## src/rtl/ceres_param.sv

```systemverilog
// Shared parameters for the trap controller: data width, FSM state encoding and trap cause codes.
// Optional CERES_HW_BREAKPOINT_EN (used in trap_prio_sel) enables the hardware breakpoint comparator.
package ceres_param;

   localparam int XLEN = 32;

   typedef enum logic [1:0] {
      IDLE   = 2'd0,
      DRAIN  = 2'd1,
      ENTER  = 2'd2,
      RETURN = 2'd3
   } trap_state_e;

   // Interrupt codes go into cause[XLEN-2:0] with cause[XLEN-1] set.
   localparam int unsigned CODE_MSI = 3;
   localparam int unsigned CODE_MTI = 7;
   localparam int unsigned CODE_MEI = 11;
   localparam int unsigned CAUSE_BREAKPOINT = 3;

   localparam int unsigned MIE_BIT_MSI = 3;
   localparam int unsigned MIE_BIT_MTI = 7;
   localparam int unsigned MIE_BIT_MEI = 11;

endpackage

```

## src/rtl/trap_ctrl_if.sv

```systemverilog
// Pipeline/CSR-side signal bundle of trap_ctrl; the slave modport is the controller's view.
interface trap_ctrl_if #(parameter int XLEN = ceres_param::XLEN);

   logic            stall_i;
   logic            exc_valid_i;
   logic [XLEN-1:0] exc_cause_i;
   logic [XLEN-1:0] exc_pc_i;
   logic [XLEN-1:0] exc_tval_i;
   logic            instr_valid_i;
   logic [XLEN-1:0] instr_pc_i;
   logic            mret_i;
   logic            irq_sw_i;
   logic            irq_timer_i;
   logic            irq_ext_i;
   logic            mstatus_mie_i;
   logic [XLEN-1:0] mie_i;
   logic [XLEN-1:0] mtvec_i;
   logic [XLEN-1:0] mepc_i;
   logic [XLEN-1:0] tdata1_i;
   logic [XLEN-1:0] tdata2_i;

   logic            trap_active_o;
   logic [XLEN-1:0] trap_cause_o;
   logic [XLEN-1:0] trap_mepc_o;
   logic [XLEN-1:0] trap_tval_o;
   logic            redirect_valid_o;
   logic [XLEN-1:0] redirect_pc_o;
   logic            flush_o;
   logic            busy_o;

   modport master (
      output stall_i, exc_valid_i, exc_cause_i, exc_pc_i, exc_tval_i,
             instr_valid_i, instr_pc_i, mret_i, irq_sw_i, irq_timer_i, irq_ext_i,
             mstatus_mie_i, mie_i, mtvec_i, mepc_i, tdata1_i, tdata2_i,
      input  trap_active_o, trap_cause_o, trap_mepc_o, trap_tval_o,
             redirect_valid_o, redirect_pc_o, flush_o, busy_o
   );

   modport slave (
      input  stall_i, exc_valid_i, exc_cause_i, exc_pc_i, exc_tval_i,
             instr_valid_i, instr_pc_i, mret_i, irq_sw_i, irq_timer_i, irq_ext_i,
             mstatus_mie_i, mie_i, mtvec_i, mepc_i, tdata1_i, tdata2_i,
      output trap_active_o, trap_cause_o, trap_mepc_o, trap_tval_o,
             redirect_valid_o, redirect_pc_o, flush_o, busy_o
   );

endinterface

```

## src/rtl/trap_prio_sel.sv

```systemverilog
// Combinational trap event selection: exception > breakpoint > MEI > MSI > MTI.
// Breakpoint comparator exists only when CERES_HW_BREAKPOINT_EN is defined.
module trap_prio_sel
   import ceres_param::*;
#(
   parameter int XLEN = ceres_param::XLEN
) (
   input  logic            exc_valid,
   input  logic [XLEN-1:0] exc_cause,
   input  logic [XLEN-1:0] exc_pc,
   input  logic [XLEN-1:0] exc_tval,
   input  logic            instr_valid,
   input  logic [XLEN-1:0] instr_pc,
   input  logic            irq_sw,
   input  logic            irq_timer,
   input  logic            irq_ext,
   input  logic            mstatus_mie,
   input  logic [XLEN-1:0] mie,
   input  logic [XLEN-1:0] tdata1,
   input  logic [XLEN-1:0] tdata2,
   output logic            valid,
   output logic [XLEN-1:0] cause,
   output logic [XLEN-1:0] mepc,
   output logic [XLEN-1:0] tval
);

   logic irq_en;
   logic mei;
   logic msi;
   logic mti;
   logic bkpt;
   logic unused_mie;

   assign irq_en     = mstatus_mie & instr_valid;
   assign mei        = irq_en & irq_ext   & mie[MIE_BIT_MEI];
   assign msi        = irq_en & irq_sw    & mie[MIE_BIT_MSI];
   assign mti        = irq_en & irq_timer & mie[MIE_BIT_MTI];
   assign unused_mie = ^mie;

`ifdef CERES_HW_BREAKPOINT_EN
   logic unused_tdata1;

   // Address-match execute trigger, M-mode only.
   assign bkpt = (tdata1[31:28] == 4'd2) & tdata1[6] & tdata1[2] & instr_valid
               & (instr_pc == tdata2);
   assign unused_tdata1 = ^tdata1;
`else
   logic unused_tdata;

   assign bkpt         = 1'b0;
   assign unused_tdata = ^{tdata1, tdata2};
`endif

   always_comb begin
      valid = 1'b1;
      cause = '0;
      mepc  = instr_pc;
      tval  = '0;
      if (exc_valid) begin
         cause = exc_cause;
         mepc  = exc_pc;
         tval  = exc_tval;
      end else if (bkpt) begin
         cause = XLEN'(CAUSE_BREAKPOINT);
         tval  = instr_pc;
      end else if (mei) begin
         cause = {1'b1, (XLEN-1)'(CODE_MEI)};
      end else if (msi) begin
         cause = {1'b1, (XLEN-1)'(CODE_MSI)};
      end else if (mti) begin
         cause = {1'b1, (XLEN-1)'(CODE_MTI)};
      end else begin
         valid = 1'b0;
         mepc  = '0;
      end
   end

endmodule

```

## src/rtl/trap_ctrl.sv

```systemverilog
// Machine-mode trap controller: captures a trap or MRET, waits out pipeline stalls,
// then issues a one-cycle CSR commit / fetch redirect / flush. Optional macro: CERES_HW_BREAKPOINT_EN.
module trap_ctrl
   import ceres_param::*;
#(
   parameter int XLEN = ceres_param::XLEN
) (
   input logic         clk_i,
   input logic         rst_ni,
   trap_ctrl_if.slave  bus
);

   trap_state_e     state;
   logic            sel_valid;
   logic [XLEN-1:0] sel_cause;
   logic [XLEN-1:0] sel_mepc;
   logic [XLEN-1:0] sel_tval;
   logic [XLEN-1:0] cause_q;
   logic [XLEN-1:0] mepc_q;
   logic [XLEN-1:0] tval_q;
   logic            ret_q;

   logic            trap_active_q;
   logic [XLEN-1:0] trap_cause_q;
   logic [XLEN-1:0] trap_mepc_q;
   logic [XLEN-1:0] trap_tval_q;
   logic            redirect_valid_q;
   logic [XLEN-1:0] redirect_pc_q;
   logic            flush_q;

   logic            take_ret;
   logic            go_enter;
   logic            go_return;
   logic [XLEN-1:0] nxt_cause;
   logic [XLEN-1:0] nxt_mepc;
   logic [XLEN-1:0] nxt_tval;

   trap_prio_sel #(.XLEN(XLEN)) u_prio (
      .exc_valid   (bus.exc_valid_i),
      .exc_cause   (bus.exc_cause_i),
      .exc_pc      (bus.exc_pc_i),
      .exc_tval    (bus.exc_tval_i),
      .instr_valid (bus.instr_valid_i),
      .instr_pc    (bus.instr_pc_i),
      .irq_sw      (bus.irq_sw_i),
      .irq_timer   (bus.irq_timer_i),
      .irq_ext     (bus.irq_ext_i),
      .mstatus_mie (bus.mstatus_mie_i),
      .mie         (bus.mie_i),
      .tdata1      (bus.tdata1_i),
      .tdata2      (bus.tdata2_i),
      .valid       (sel_valid),
      .cause       (sel_cause),
      .mepc        (sel_mepc),
      .tval        (sel_tval)
   );

   function automatic logic [XLEN-1:0] target_pc(input logic [XLEN-1:0] mtvec,
                                                 input logic [XLEN-1:0] cause);
      logic [XLEN-1:0] base;
      base = {mtvec[XLEN-1:2], 2'b00};
      if (mtvec[1:0] == 2'b01 && cause[XLEN-1])
         return base + {cause[XLEN-3:0], 2'b00};
      return base;
   endfunction

   // MRET loses to any qualified event in the same cycle.
   assign take_ret  = bus.mret_i & bus.instr_valid_i & ~sel_valid;
   assign go_enter  = ~bus.stall_i & ((state == IDLE && sel_valid) || (state == DRAIN && !ret_q));
   assign go_return = ~bus.stall_i & ((state == IDLE && take_ret)  || (state == DRAIN && ret_q));
   assign nxt_cause = (state == IDLE) ? sel_cause : cause_q;
   assign nxt_mepc  = (state == IDLE) ? sel_mepc  : mepc_q;
   assign nxt_tval  = (state == IDLE) ? sel_tval  : tval_q;

   always_ff @(posedge clk_i) begin
      if (!rst_ni) begin
         state            <= IDLE;
         cause_q          <= '0;
         mepc_q           <= '0;
         tval_q           <= '0;
         ret_q            <= 1'b0;
         trap_active_q    <= 1'b0;
         trap_cause_q     <= '0;
         trap_mepc_q      <= '0;
         trap_tval_q      <= '0;
         redirect_valid_q <= 1'b0;
         redirect_pc_q    <= '0;
         flush_q          <= 1'b0;
      end else begin
         // NOTE: pulse outputs default low every cycle; the later non-blocking
         // assignments below override them only on the cycle entering ENTER/RETURN.
         trap_active_q    <= 1'b0;
         trap_cause_q     <= '0;
         trap_mepc_q      <= '0;
         trap_tval_q      <= '0;
         redirect_valid_q <= 1'b0;
         redirect_pc_q    <= '0;
         flush_q          <= 1'b0;

         unique case (state)
            IDLE: begin
               if (sel_valid) begin
                  cause_q <= sel_cause;
                  mepc_q  <= sel_mepc;
                  tval_q  <= sel_tval;
                  ret_q   <= 1'b0;
                  state   <= bus.stall_i ? DRAIN : ENTER;
               end else if (take_ret) begin
                  ret_q <= 1'b1;
                  state <= bus.stall_i ? DRAIN : RETURN;
               end
            end
            DRAIN: begin
               if (!bus.stall_i)
                  state <= ret_q ? RETURN : ENTER;
            end
            ENTER:   state <= IDLE;
            RETURN:  state <= IDLE;
            default: state <= IDLE;
         endcase

         if (go_enter) begin
            trap_active_q    <= 1'b1;
            trap_cause_q     <= nxt_cause;
            trap_mepc_q      <= nxt_mepc;
            trap_tval_q      <= nxt_tval;
            redirect_valid_q <= 1'b1;
            redirect_pc_q    <= target_pc(bus.mtvec_i, nxt_cause);
            flush_q          <= 1'b1;
         end
         if (go_return) begin
            redirect_valid_q <= 1'b1;
            redirect_pc_q    <= bus.mepc_i;
            flush_q          <= 1'b1;
         end
      end
   end

   assign bus.trap_active_o    = trap_active_q;
   assign bus.trap_cause_o     = trap_cause_q;
   assign bus.trap_mepc_o      = trap_mepc_q;
   assign bus.trap_tval_o      = trap_tval_q;
   assign bus.redirect_valid_o = redirect_valid_q;
   assign bus.redirect_pc_o    = redirect_pc_q;
   assign bus.flush_o          = flush_q;
   assign bus.busy_o           = (state != IDLE);

endmodule

```

## src/flat_wrapper.sv

```systemverilog
// flat-port wrapper written by rule: the top's interface ports become plain ports
module trap_ctrl_flat import ceres_param::*;
#(
   parameter int XLEN = ceres_param::XLEN
)
  (clk_i, rst_ni, bus_stall_i, bus_exc_valid_i, bus_exc_cause_i, bus_exc_pc_i, bus_exc_tval_i, bus_instr_valid_i, bus_instr_pc_i, bus_mret_i, bus_irq_sw_i, bus_irq_timer_i, bus_irq_ext_i, bus_mstatus_mie_i, bus_mie_i, bus_mtvec_i, bus_mepc_i, bus_tdata1_i, bus_tdata2_i, bus_trap_active_o, bus_trap_cause_o, bus_trap_mepc_o, bus_trap_tval_o, bus_redirect_valid_o, bus_redirect_pc_o, bus_flush_o, bus_busy_o);
  trap_ctrl_if #(.XLEN(XLEN)) bus_i ();
  input logic clk_i;
  input logic rst_ni;
  input wire logic [$bits(bus_i.stall_i)-1:0] bus_stall_i;
  input wire logic [$bits(bus_i.exc_valid_i)-1:0] bus_exc_valid_i;
  input wire logic [$bits(bus_i.exc_cause_i)-1:0] bus_exc_cause_i;
  input wire logic [$bits(bus_i.exc_pc_i)-1:0] bus_exc_pc_i;
  input wire logic [$bits(bus_i.exc_tval_i)-1:0] bus_exc_tval_i;
  input wire logic [$bits(bus_i.instr_valid_i)-1:0] bus_instr_valid_i;
  input wire logic [$bits(bus_i.instr_pc_i)-1:0] bus_instr_pc_i;
  input wire logic [$bits(bus_i.mret_i)-1:0] bus_mret_i;
  input wire logic [$bits(bus_i.irq_sw_i)-1:0] bus_irq_sw_i;
  input wire logic [$bits(bus_i.irq_timer_i)-1:0] bus_irq_timer_i;
  input wire logic [$bits(bus_i.irq_ext_i)-1:0] bus_irq_ext_i;
  input wire logic [$bits(bus_i.mstatus_mie_i)-1:0] bus_mstatus_mie_i;
  input wire logic [$bits(bus_i.mie_i)-1:0] bus_mie_i;
  input wire logic [$bits(bus_i.mtvec_i)-1:0] bus_mtvec_i;
  input wire logic [$bits(bus_i.mepc_i)-1:0] bus_mepc_i;
  input wire logic [$bits(bus_i.tdata1_i)-1:0] bus_tdata1_i;
  input wire logic [$bits(bus_i.tdata2_i)-1:0] bus_tdata2_i;
  output wire logic [$bits(bus_i.trap_active_o)-1:0] bus_trap_active_o;
  output wire logic [$bits(bus_i.trap_cause_o)-1:0] bus_trap_cause_o;
  output wire logic [$bits(bus_i.trap_mepc_o)-1:0] bus_trap_mepc_o;
  output wire logic [$bits(bus_i.trap_tval_o)-1:0] bus_trap_tval_o;
  output wire logic [$bits(bus_i.redirect_valid_o)-1:0] bus_redirect_valid_o;
  output wire logic [$bits(bus_i.redirect_pc_o)-1:0] bus_redirect_pc_o;
  output wire logic [$bits(bus_i.flush_o)-1:0] bus_flush_o;
  output wire logic [$bits(bus_i.busy_o)-1:0] bus_busy_o;
  assign bus_i.stall_i = bus_stall_i;
  assign bus_i.exc_valid_i = bus_exc_valid_i;
  assign bus_i.exc_cause_i = bus_exc_cause_i;
  assign bus_i.exc_pc_i = bus_exc_pc_i;
  assign bus_i.exc_tval_i = bus_exc_tval_i;
  assign bus_i.instr_valid_i = bus_instr_valid_i;
  assign bus_i.instr_pc_i = bus_instr_pc_i;
  assign bus_i.mret_i = bus_mret_i;
  assign bus_i.irq_sw_i = bus_irq_sw_i;
  assign bus_i.irq_timer_i = bus_irq_timer_i;
  assign bus_i.irq_ext_i = bus_irq_ext_i;
  assign bus_i.mstatus_mie_i = bus_mstatus_mie_i;
  assign bus_i.mie_i = bus_mie_i;
  assign bus_i.mtvec_i = bus_mtvec_i;
  assign bus_i.mepc_i = bus_mepc_i;
  assign bus_i.tdata1_i = bus_tdata1_i;
  assign bus_i.tdata2_i = bus_tdata2_i;
  assign bus_trap_active_o = bus_i.trap_active_o;
  assign bus_trap_cause_o = bus_i.trap_cause_o;
  assign bus_trap_mepc_o = bus_i.trap_mepc_o;
  assign bus_trap_tval_o = bus_i.trap_tval_o;
  assign bus_redirect_valid_o = bus_i.redirect_valid_o;
  assign bus_redirect_pc_o = bus_i.redirect_pc_o;
  assign bus_flush_o = bus_i.flush_o;
  assign bus_busy_o = bus_i.busy_o;
  trap_ctrl #(.XLEN(XLEN)) u_core (.clk_i(clk_i), .rst_ni(rst_ni), .bus(bus_i));
endmodule
```

## config.mk

```make
export PLATFORM = sky130hd
export DESIGN_NAME = trap_ctrl_flat
export DESIGN_NICKNAME = d
export VERILOG_FILES = /design/src/rtl/ceres_param.sv /design/src/rtl/trap_ctrl_if.sv /design/src/rtl/trap_prio_sel.sv /design/src/rtl/trap_ctrl.sv /design/src/flat_wrapper.sv
export SDC_FILE = /design/constraint.sdc
export NUM_CORES = 1
export LEC_CHECK = 0
export ABC_CLOCK_PERIOD_IN_PS = 4900
export CAP_MARGIN = 20
export CORE_MARGIN = 10
export CORE_UTILIZATION = 43
export DETAILED_ROUTE_END_ITERATION = 8
export PLACE_DENSITY = 0.8
export SYNTH_ARGS = -nofsm -noshare
export SYNTH_HDL_FRONTEND = slang
export SYNTH_SLANG_ARGS = --single-unit
```

## constraint.sdc

```tcl
create_clock -name clk_i -period 4.9 [get_ports clk_i]
set_input_delay 0.735 -clock clk_i [delete_from_list [all_inputs] [get_ports clk_i]]
set_output_delay 0.735 -clock clk_i [all_outputs]
set_load 0.02 [all_outputs]
```

==> results.cfg, run 1 <==
[clock_tree]
clk_latency_ns = 0.52
cts_tree = done
clock_path_buffers = 3
cts-buffers-inserted = 24
clkTransAtPathRegs_ns = 0.06
cts_resized = 0
postCtsSetupBuffers = 0
cts-hold-fix-buffers = 0
htree_levels = 1
clock-sinks = 229
root_buffer = clkbuf_16

[timing]
fin_ws_ns = 0.862
report.final.hold_viol_count = 0
period_share_pct = 82.4
drv_slew = 0
max_freq_mhz = 248
tightest_slew_ns = 1.08
slew_headroom_pct = 28.0
tns_ns = 0
fin_skew_ns = 0.0157
setup-violations-final = 0
rsz0062_at_grt = false
finalCriticalPeriod_ns = 4.04

[route]
vias = 9325
drt_iter0_markers = 599
route.detailed.drc = 0
wl_per_cell_um = 18.5
ant_nets = 0
avgViaCountPerCell = 5.33
finalWirelength_um = 32300
dr.pass1.iters = 5

[die]
core_um2 = 22700
die_height_um = 172
dieArea_um2 = 29600
num_rows = 55
initial_core_util_pct = 43.8
dieWidth_um = 172
io-pin-count = 430

[yosys]
ys_async_sr_fraction_pct = 0
ys_types = 58
synth_edf_count = 0
synth_warnings = 0
synth.cell_area_um2 = 9940
synth_fp_nets = 1473
yosysSeqAreaShare_pct = 46.1
synthFlopType = dfxtp_1
syn_inst = 1145
syn_avg_cell_area_um2 = 8.68
ys_ff_latch = 229

[outcome]
status = finished, final reports clean

[global_route]
grt_usage_pct = 20.5
grt_pass1_vias = 9063
antenna_found_initial = 3
grt_pass1_wl_um = 48700
grt_max_degree = 99
gr-total-overflow = 0

[worst_setup_path]
start_kind = input pin
r2r_cells = 14
crit_path_end_kind = flip-flop
path_cells = clkdlybuf4s50_1 > a222oi_1 > o21bai_2 > nand2_4 > a21oi_1 > a21o_1 > ha_1 > fa_1 > a21o_1 > a31oi_1 > o31ai_1 > nand2_1 > a21oi_1 > xnor2_1 > o21ai_0 > a22o_1
crit_fanout = 3
required_ns = 5.36
arrival_ns = 4.49
slowest_delay_ns = 0.60
crit_slowest_cell = a222oi_1
r2r_start = u_core.state[0]$_SDFFE_PN0P_
path_class = in2reg
reg2reg_slack_ns = 1.07
r2r_end = u_core.bus.redirect_pc_o[22]$_SDFF_PN0_

[pwr]
p_int_uw = 3640
irDropWorstVdd_uv = 193
pwr-share-comb_pct = 19.8
p_leak_uw = 0.00556
p_per_area_nw_per_um2 = 345
seqPwrFrac_pct = 40.3
netSwitchingFraction_pct = 26.6
clock_power_share_pct = 39.9
power_switching_uw = 1320

[place]
io_buffer_count = 336
hpwl_um = 24100
dp_worst_setup_slack_ns = 0.362
gp_congestion = 0.942

[min_path]
hold_class = reg2reg
hp-start = u_core.tval_q[21]$_SDFFE_PN0P_
holdPathStages = 2
min_delay_worst_endpoint = u_core.bus.trap_tval_o[21]$_SDFF_PN0_

[finish]
area_growth_pct = 44.5
nets = 1770
n_fill_cell = 1891
drive_gt1_share_pct = 5.14

[flow_run]
drv_cap = 0
metrics by stage:
| stage | utilization, % | power [uW] | hold slack (ns) | instances | cell area, um2 |
|---|---|---|---|---|---|
| 5_1_grt | 63.2 | 5170 | 0.466 | 1747 | 14400 |
| 3_3_place_gp | 59.4 | 3000 | 0.441 | 1701 | 13500 |
| 3_5_place_dp | 59.4 | 3020 | 0.447 | 1701 | 13500 |
| 6_report | 63.2 | 4960 | 0.454 | 1748 | 14400 |
| 2_1_floorplan | - | 2600 | 0.437 | 1145 | 9940 |
| 4_1_cts | 63.2 | 4990 | 0.456 | 1744 | 14400 |
cells in the final DEF, fill, tap and decap left out, types with 24 or more instances in the layout:
cell and instances:
clkdlybuf4s50_1 335, a22o_1 62, o21ai_0 35, a22oi_1 42
clkbuf_16 24, ha_1 29, nand2_1 241, dfxtp_1 229
and2_1 32, a21boi_0 67, a21oi_1 109, nor2b_1 34
cells by family (layout without fill, tap and decap cells):
group	Yosys count	count (layout)	share of synthesized area, %
and+or+nand+nor	382	382	17.2
AOI/OAI and AO/OA	381	381	26.3
DFF	229	229	46.1
buffers and inverters	93	407	3.75
adders and majority gates	30	30	3.85
xor gates and xnor gates	25	25	2.20
muxes	5	5	0.504
other	0	4	0
sequential cells by signal, summed over array words and instances (netlist names):
| signal | count |
|---|---|
| u_core.bus.redirect_pc_o | 32 |
| u_core.bus.redirect_valid_o | 1 |
| u_core.bus.trap_active_o | 1 |
| u_core.bus.trap_cause_o | 32 |
| u_core.bus.trap_mepc_o | 32 |
| u_core.bus.trap_tval_o | 32 |
| u_core.cause_q | 32 |
| u_core.mepc_q | 32 |
| u_core.ret_q | 1 |
| u_core.state | 2 |
| u_core.tval_q | 32 |
cell usage after synthesis, types with 3 or more instances:
cell	n	area [um2]
o21bai_1	3	22.5
ha_1	29	363
nand4_1	8	50.1
o21ai_0	35	175
clkbuf_1	65	244
nor2b_1	34	213
o31ai_1	3	22.5
a22o_1	62	543
buf_1	7	26.3
nand3_1	7	35.0
nand2b_1	3	18.8
a21oi_1	109	546
nor2_1	22	82.6
xor2_1	13	114
and3_1	7	43.8
o21ai_1	4	20.0
a21boi_0	67	503
and2_1	32	200
nand2_1	242	908
or3_1	3	18.8
a31oi_1	8	50.1
nor3_1	12	60.1
a41oi_1	3	26.3
a21o_1	21	158
a22oi_1	42	315
inv_1	4	15.0
buf_2	13	65.1
dfxtp_1	229	4580
xnor2_1	12	105
nor3b_1	5	37.5
mux2i_1	5	50.1
per-layer routing:
layer	share of wire, %	GRT usage, %	up-vias
li1	-	-	4608
met1	40	24.0	4296
met2	47	33.9	370
met3	9.7	7.02	51
met4	2.7	7.46	0
met5	0	0	-
layout make-up:
| class | instances | area (um2) | share of cell area (%) |
|---|---|---|---|
| multi-input cells | 823 | 4990 | 34.8 |
| flip-flops and latches | 229 | 4580 | 31.9 |
| repair buffers | 358 | 3520 | 24.5 |
| clock buffers | 33 | 674 | 4.70 |
| well taps | 285 | 357 | 2.48 |
| clock inverters | 10 | 195 | 1.36 |
| inverters | 6 | 23.8 | 0.166 |
| diodes | 4 | 10.0 | 0.0697 |
how the worst max path moves through the flow:
| stage | slack, ns | to | start |
|---|---|---|---|
| 3_5_place_dp | 0.36 | u_core.bus.redirect_pc_o[24]$_SDFF_PN0_ | bus_mie_i[11] |
| 3_3_place_gp | 0.41 | u_core.bus.redirect_pc_o[30]$_SDFF_PN0_ | bus_mie_i[11] |
| 6_report | 0.86 | u_core.bus.redirect_pc_o[16]$_SDFF_PN0_ | bus_mie_i[11] |
| 2_1_floorplan | 1.24 | u_core.bus.redirect_pc_o[24]$_SDFF_PN0_ | bus_mie_i[11] |
| 5_1_grt | 0.61 | u_core.bus.redirect_pc_o[31]$_SDFF_PN0_ | bus_exc_valid_i |
| 4_1_cts | 0.90 | u_core.bus.redirect_pc_o[16]$_SDFF_PN0_ | bus_mie_i[11] |
power by group through the flow:
stage               Clock [uW]  Sequential (uW)  Combinational [uW]
finish                    1980             2000                 983
global route              2090             2010                1070
CTS                       2010             2000                 983
detailed placement           0             2040                 978
global placement             0             2030                 967
floorplan                    0             2080                 519
worst max-delay path, delay by kind of cell:
kind,cells,cell delay (ns)
adder cells (fa/ha/maj),2,0.65
AO/OA/AOI/OAI,10,2.27
buffers and inverters,1,0.42
AND/OR/NAND/NOR,2,0.25
XOR/XNOR,1,0.15
(Power assumes the default switching activity.)
==> run 2, diff against run 1 <==
ABC_CLOCK_PERIOD_IN_PS = 3900   (was 4900)
clock period = 3.9 ns   (was 4.9 ns; I/O delays follow)
==> run 2 against run 1 <==
Effect of this change: clock skew fell by 0.0065 ns; design area rose by 4.7%; power rose by 25%.
==> results.cfg, run 2 (synthesized netlist as in run 1, its figures left out) <==
[outcome]
status = finished, final reports clean

[global_route]
grt_pass1_wl_um = 51400
gr-total-overflow = 0
grt_max_degree = 99
antenna_found_initial = 3
grt_pass1_vias = 9807
grt_usage_pct = 21.6

[route]
ant_nets = 0
route.detailed.drc = 0
finalWirelength_um = 33500
dr.pass1.iters = 5
avgViaCountPerCell = 5.30
vias = 9775
drt_iter0_markers = 527
wl_per_cell_um = 18.2

[worst_setup_path]
crit_slowest_cell = a222oi_1
arrival_ns = 4.06
path_cells = clkdlybuf4s50_1 > a222oi_1 > o21bai_2 > nand2_4 > a21oi_1 > a21o_1 > ha_1 > fa_1 > a21o_1 > a31oi_1 > o31ai_1 > nand2_1 > a21oi_1 > a41oi_1 > xor2_1 > o21ai_0
start_kind = input pin
cp_top_family = compound AO/OA/AOI/OAI gates
required_ns = 4.32
slowest_delay_ns = 0.52
path_class = in2reg
path_buf_inv = 1
crit_fanout = 3
crit_path_end_kind = flip-flop

[pwr]
p_total_uw = 6200
irDropWorstVdd_uv = 281
p_per_area_nw_per_um2 = 412
p_leak_uw = 0.00601

[timing]
report.final.hold_viol_count = 0
fin_skew_ns = 0.00927
period_share_pct = 93.4
drv_slew = 0
finalCriticalPeriod_ns = 3.64
tightest_slew_ns = 0.896
max_freq_mhz = 275
slew_headroom_pct = 40.3
rsz0062_at_grt = false
hold_ws_ns = 0.452
setup-violations-final = 0

[die]
die_height_um = 172
dieWidth_um = 172
initial_core_util_pct = 43.8
core_um2 = 22700
io-pin-count = 430
num_rows = 55
dieArea_um2 = 29600

[clock_tree]
cts-hold-fix-buffers = 0
clock_path_buffers = 3
clock-sinks = 229
clkTransAtPathRegs_ns = 0.06
clk_latency_ns = 0.53
cts_resized = 0
cts_tree = done
htree_levels = 1
cts-buffers-inserted = 25
postCtsSetupBuffers = 0
root_buffer = clkbuf_16

[place]
hpwl_um = 25500
gp_congestion = 0.940
dp.cells = 1796
io_buffer_count = 336

[finish]
area_growth_pct = 51.3
drive_gt1_share_pct = 11.1
fin_util_pct = 66.2
nets = 1866
instances_no_fill = 1845
final_common_cell = clkdlybuf4s50_1
final_cell_mix = clkdlybuf4s50_1 (335), nand2_1 (241), dfxtp_1 (229)

[flow_run]
drv_cap = 0

[min_path]
hold_class = reg2reg
==> run 2: changes by cell type in the layout (fill, tap and decap cells not counted), sizes merged <==
cell	before	now
clkinvlp	2	3
inv	6	7
buf	23	118
bufinv	5	1
clkinv	3	7
==> run 2: path summary, 6_finish.rpt <==
kind / startpoint / endpoint / slack, ns / cells past startpoint
max: bus_mie_i[11] / u_core.bus.redirect_pc_o[24]$_SDFF_PN0_ / 0.26 / 16
min: u_core.mepc_q[7]$_SDFFE_PN0P_ / u_core.bus.trap_mepc_o[7]$_SDFF_PN0_ / 0.45 / 2
max reg2reg: u_core.state[0]$_SDFFE_PN0P_ / u_core.bus.redirect_pc_o[22]$_SDFF_PN0_ / 0.42 / 13
min reg2reg: u_core.mepc_q[7]$_SDFFE_PN0P_ / u_core.bus.trap_mepc_o[7]$_SDFF_PN0_ / 0.45 / 2
==> run 2: metal layers <==
metal / GRT usage (%) / vias to the layer above / share of wire, %
li1: - / 4800 / -
met1: 24.6 / 4564 / 40
met2: 36.8 / 352 / 48
met3: 6.63 / 59 / 8.8
met4: 8.77 / 0 / 3.5
met5: 0 / - / 0
==> run 2: power by group <==
group	switching, uW	internal (uW)	total, uW
clock	960	1330	2290
sequential	50.4	2460	2510
combinational	698	697	1390
total	1710	4490	6200
==> run 2: worst min-delay path: stages (launching register included) <==
cell and delay, ns:
dfxtp_1 0.30, nand2_1 0.05, a21oi_1 0.06
==> run 2: cell type report <==
type                    instances  area, um2
fillers                      1828       7670
multi-input cells             823       4990
flip-flops and latches        229       4580
repair buffers                453       4260
clock buffers                  33        696
well taps                     285        357
clock inverters                12        111
inverters                       6       23.8
diodes                          4       10.0
==> run 2: through the flow <==
step | setup TNS [ns] | area (um2) | worst slack, ns
2_1_floorplan | 0 | 9940 | 0.377
3_3_place_gp | -2.53 | 14200 | -0.222
3_5_place_dp | -3.61 | 14200 | -0.295
4_1_cts | 0 | 15000 | 0.251
5_1_grt | 0 | 15000 | 0.0402
6_report | 0 | 15000 | 0.259
